`src/rtl/stage_mem.sv`:
```
// Memory-access stage: byte-serial loads/stores over an 8-bit controller port,
// non-memory instructions pass straight through to MEM/WB.
module stage_mem (
   input  logic        clk,
   input  logic        rst,
   input  logic        rdy,
   input  logic [6:0]  opcode_i,
   input  logic [2:0]  funct3_i,
   input  logic [31:0] mem_addr_i,
   input  logic [4:0]  wd_i,
   input  logic        wreg_i,
   input  logic [31:0] wdata_i,
   input  logic        stall_i,
   output logic [4:0]  wd_o,
   output logic        wreg_o,
   output logic [31:0] wdata_o,
   output logic        stall_req_o,
   output logic        mem_req_o,
   output logic        mem_we_o,
   output logic [31:0] mem_a_o,
   output logic [7:0]  mem_dout_o,
   input  logic        mem_gnt_i,
   input  logic [7:0]  mem_din_i
);
   localparam int unsigned XLEN = 32;
   localparam int unsigned BW   = 8;
   localparam logic [6:0] OP_LOAD  = 7'b0000011;
   localparam logic [6:0] OP_STORE = 7'b0100011;

   typedef enum logic [1:0] {IDLE, ACC, LAST, DONE} state_t;

   state_t               state;
   state_t               state_nxt;
   logic [1:0]           k;
   logic [1:0]           k_nxt;
   logic [3:0][BW-1:0]   lane_q;
   logic                 cap_pend;
   logic [1:0]           cap_lane;
   logic                 is_load;
   logic                 is_store;
   logic                 size_ok;
   logic                 mem_op;
   logic [1:0]           last_k;
   logic [XLEN-1:0]      load_val;

   // Instruction decode: byte count comes from funct3, unknown sizes are not memory ops
   always_comb begin
      is_load  = (opcode_i == OP_LOAD);
      is_store = (opcode_i == OP_STORE);
      size_ok  = 1'b1;
      last_k   = 2'd0;
      case (funct3_i)
         3'b000, 3'b100: last_k = 2'd0;
         3'b001, 3'b101: last_k = 2'd1;
         3'b010:         last_k = 2'd3;
         default:        size_ok = 1'b0;
      endcase
      mem_op = (is_load || is_store) && size_ok;
   end

   // Next-state and byte counter
   always_comb begin
      state_nxt = state;
      k_nxt     = k;
      if (rdy) begin
         case (state)
            IDLE: begin
               if (mem_op) begin
                  state_nxt = ACC;
                  k_nxt     = 2'd0;
               end
            end
            ACC: begin
               if (mem_gnt_i) begin
                  k_nxt = k + 2'd1;
                  if (k == last_k) begin
                     state_nxt = is_load ? LAST : DONE;
                  end
               end
            end
            LAST: state_nxt = DONE;
            DONE: begin
               // holding here while frozen keeps a store from being replayed
               if (!stall_i) begin
                  state_nxt = IDLE;
                  k_nxt     = 2'd0;
               end
            end
            default: state_nxt = IDLE;
         endcase
      end
   end

   // State, counter and load buffer; read data lands one cycle after its grant
   always_ff @(posedge clk) begin
      if (rst) begin
         state    <= IDLE;
         k        <= 2'd0;
         lane_q   <= '0;
         cap_pend <= 1'b0;
         cap_lane <= 2'd0;
      end else if (rdy) begin
         state    <= state_nxt;
         k        <= k_nxt;
         if (cap_pend) begin
            lane_q[cap_lane] <= mem_din_i;
         end
         cap_pend <= (state == ACC) && is_load && mem_gnt_i;
         cap_lane <= k;
      end
   end

   // Little-endian assembly with sign/zero extension
   always_comb begin
      case (funct3_i)
         3'b000:  load_val = {{24{lane_q[0][7]}}, lane_q[0]};
         3'b100:  load_val = {24'h0, lane_q[0]};
         3'b001:  load_val = {{16{lane_q[1][7]}}, lane_q[1], lane_q[0]};
         3'b101:  load_val = {16'h0, lane_q[1], lane_q[0]};
         default: load_val = lane_q;
      endcase
   end

   // Pipeline and memory-port outputs; reset forces everything to zero
   always_comb begin
      wd_o        = '0;
      wreg_o      = 1'b0;
      wdata_o     = '0;
      stall_req_o = 1'b0;
      mem_req_o   = 1'b0;
      mem_we_o    = 1'b0;
      mem_a_o     = '0;
      mem_dout_o  = '0;
      if (!rst) begin
         wd_o = wd_i;
         if (!mem_op) begin
            wreg_o  = wreg_i && !(is_load || is_store);
            wdata_o = wdata_i;
         end else if (state == DONE) begin
            wreg_o  = wreg_i;
            wdata_o = is_load ? load_val : wdata_i;
         end else begin
            stall_req_o = 1'b1;
         end
         if (mem_op && (state == ACC)) begin
            mem_req_o  = rdy;
            mem_we_o   = is_store;
            mem_a_o    = mem_addr_i + XLEN'(k);
            mem_dout_o = wdata_i[{k, 3'b000} +: BW];
         end
      end
   end
endmodule

```
`config.mk`:
```
export PLATFORM = sky130hd
export DESIGN_NAME = stage_mem
export DESIGN_NICKNAME = d
export VERILOG_FILES = /design/src/rtl/stage_mem.sv
export SDC_FILE = /design/constraint.sdc
export NUM_CORES = 1
export LEC_CHECK = 0
export BUFFER_PORTS_ARGS = -buffer_cell sky130_fd_sc_hd__buf_2
export CAP_MARGIN = 20
export CORE_MARGIN = 2
export CORE_UTILIZATION = 45
export CTS_CLUSTER_DIAMETER = 80
export DETAILED_ROUTE_END_ITERATION = 8
export PLACE_DENSITY_LB_ADDON = 0.15
export SLEW_MARGIN = 40
export SYNTH_ARGS = -nofsm -noshare
export SYNTH_HDL_FRONTEND = slang
export SYNTH_SLANG_ARGS = --single-unit
```
`constraint.sdc`:
```
create_clock -name clk -period 2.2 [get_ports clk]
set_input_delay 0.22 -clock clk [delete_from_list [all_inputs] [get_ports clk]]
set_output_delay 0.22 -clock clk [all_outputs]
set_load 0.01 [all_outputs]
```
==> results.json <==
{
  "p_switching_mw": 0.487,
  "vias": 4037,
  "viasPerCell": 5.43,
  "cts_buffers": 5,
  "place.gp.congestion": 0.905,
  "netlist_top_cells_area": "dfxtp_1 23%, nand2_1 11%, a21oi_1 7.9%, nor2_1 6.9%, xnor2_1 6.2%",
  "yosysTopAreaCell": "dfxtp_1",
  "path_clk_slew_ps": 80,
  "clockPowerShare_pct": 37.6,
  "syn-cell-area_mm2": 0.00341,
  "nets": 742,
  "grt_max_degree": 33,
  "synth_flop_cell": "dfxtp_1",
  "portBuffers": 173,
  "clock_latency_ps": 300,
  "cap_viol_max_count": 0,
  "pwr-share-comb_pct": 21.4,
  "slew_viol_final": 0,
  "p_sw_share_pct": 28.3,
  "grt_pass1_wl_um": 18100,
  "finalClockSkew_ps": 5.80,
  "endpoint_kind": "primary output",
  "die_area_mm2": 0.00828,
  "worstPathMaxFanout": 5,
  "design.core.area_mm2": 0.00729,
  "hold_path.class": "in2reg",
  "yosys_warnings": 0,
  "dp_hpwl_um": 8600,
  "r2r_slack_ps": 510,
  "drtPass1Iterations": 4,
  "p_int_mw": 1.23,
  "ir_drop_mv": 0.359,
  "hold_ws_ps": 203,
  "ys_ff_latch": 39,
  "crit_type": "reg2out",
  "cts_buffer_depth": 2,
  "worstPathRequired_ps": 1980,
  "fin_ws_ps": -146,
  "grt-ovfl-total": 0,
  "power.density_mw_per_mm2": 364,
  "hold_start": "mem_din_i[7]",
  "io_pins": 174,
  "pre_cts_ws_ps": 31.8,
  "relSlewSlack_pct": 56.9,
  "tightest_slew_ps": 646,
  "area_growth_pct": 38.6,
  "fmax_ghz": 0.426,
  "startpoint": "k[0]",
  "grt_usage_pct": 26.4,
  "cts_root_buffer": "clkbuf_8",
  "r2r-start": "state[0]",
  "setup_viol": 12,
  "synth.avg_cell_area_um2": 7.20,
  "cts_tree": "yes",
  "start_util_pct": 46.7,
  "drt_iter0_markers": 163,
  "final_antenna_net_count": 0,
  "failed_checks": "negative setup slack",
  "fill_cells": 694,
  "die_w_um": 91.0,
  "seq_area_frac_synth_pct": 22.9,
  "drive_above_1_share_pct": 38.5,
  "wl_per_cell_um": 15.8,
  "rsz0062_at_grt": "true",
  "cts_sinks": 39,
  "drt-total-wl_um": 11700,
  "status": "complete, but fails checks",
  "num_rows": 31,
  "cp_data_arrival_time_ps": 2130,
  "async_flop_share_pct": 0,
  "yosys-top-cells-count": "98 x nand2_1, 63 x nor2_1, 54 x a21oi_1",
  "min_period_over_period_pct": 107,
  "pwr-share-seq_pct": 41.0,
  "final-hold-violation-count": 0,
  "cp-start-kind": "flip-flop",
  "synth_edf_count": 0,
  "synthDistinctLibCells": 49,
  "yosys.area.top_type_share_pct": 22.9,
  "num_antenna_cells": 0,
  "die_y_um": 91.0,
  "synthCells": 473,
  "syn_nets": 572,
  "drc": 0,
  "synth_most_common_cell": "nand2_1",
  "cts-htree-levels": 2,
  "first_global_vias": 3696,
  "min_period_ps": 2350,
  "antenna_found_initial": 0,
  "power.leakage_nw": 2.10
}
[placed cells by master, fill, tap and decap left out, types with 3 or more instances in the layout]
master and count:
a211oi_1 10, a21oi_1 53, and3_1 12, and4_1 3, buf_2 173, buf_4 19
clkbuf_8 6, dfxtp_1 37, ha_1 3, inv_1 12, mux2i_1 11, mux4_2 8
nand2_1 98, nand3_1 12, nand4_1 4, nor2_1 60, nor2b_1 6, nor3_1 7
nor4_2 3, nor4_4 8, o211ai_1 17, o21ai_0 3, xnor2_1 23, xor2_1 6
[power by group through the flow]
stage / registers, mW / clock network, mW / logic [mW]
2_1_floorplan: 0.722 / 0 / 0.156
3_3_place_gp: 0.722 / 0 / 0.346
3_5_place_dp: 0.722 / 0 / 0.351
4_1_cts: 0.705 / 0.652 / 0.355
5_1_grt: 0.706 / 0.689 / 0.396
6_report: 0.705 / 0.647 / 0.369
[worst max-delay path: stages (launching register included)]
cell and delay (ps):
dfxtp_2 360, ha_4 150, fa_2 190, nand4_1 150
or2_4 370, nor4_4 270, xnor2_1 150, nor2_1 50
buf_2 140
[final timing paths]
kind	to	depth (start not counted)
worst max-delay path	mem_a_o[24]	8
worst min-delay path	lane_q[23]	3
worst max register to register	state[0]	6
worst min register to register	lane_q[16]	2
[sequential cells by signal (all words and copies together), names as in the netlist]
signal,count
k,2
cap_pend,1
state,2
lane_q,32
cap_lane,2
[metrics by stage]
| step | total power, mW | TNS [ps] | area (um^2) | util, % | instances |
|---|---|---|---|---|---|
| floorplan | 0.879 | 0 | 3410 | - | 473 |
| global placement | 1.07 | 0 | 4390 | 60.2 | 728 |
| CTS | 1.71 | -775 | 4560 | 62.6 | 739 |
| detailed placement | 1.07 | 0 | 4390 | 60.2 | 728 |
| global route | 1.79 | -2430 | 4720 | 64.8 | 743 |
| finish | 1.72 | -841 | 4720 | 64.8 | 743 |
[kinds of logic (layout without fill, tap and decap cells)]
family	after synthesis	in the layout	share of synthesized area, %
AO/OA/AOI/OAI	98	98	18.0
XOR/XNOR	30	30	7.71
adder cells (fa/ha/maj)	6	6	2.42
buffers and inverters	46	215	5.99
flip-flops	39	39	22.9
multiplexers	19	19	8.52
AND/OR/NAND/NOR	235	237	34.5
[routing by layer]
layer / vias to the layer above / routed length (um) / track usage (%)
met4: 0 / 116 / 7.70
li1: 1985 / - / -
met2: 159 / 5950 / 45.2
met5: - / 0 / 0
met1: 1883 / 4710 / 34.2
met3: 10 / 954 / 4.48
[area by class of cell]
cell class,count,area [um^2],area share [%]
sequential,39,783,16.6
clock inverter,2,38.8,0.821
clock buffer,6,82.6,1.75
timing repair buffer,194,1050,22.2
inverter,13,48.8,1.03
tap,99,124,2.62
multi-input combinational,390,2600,55.0
[what timing repair did]
item | 4_1_cts | 5_1_grt
buffers inserted | 1 | 4
pin swaps | 5 | 21
gates resized for setup | 8 | 21
endpoints found under the setup margin | 22 | 25
cloned | 2 | 0
hold buffers | 0 | 0
hold endpoints to repair | 0 | 0
No activity file was read; power rests on OpenSTA's default activity.
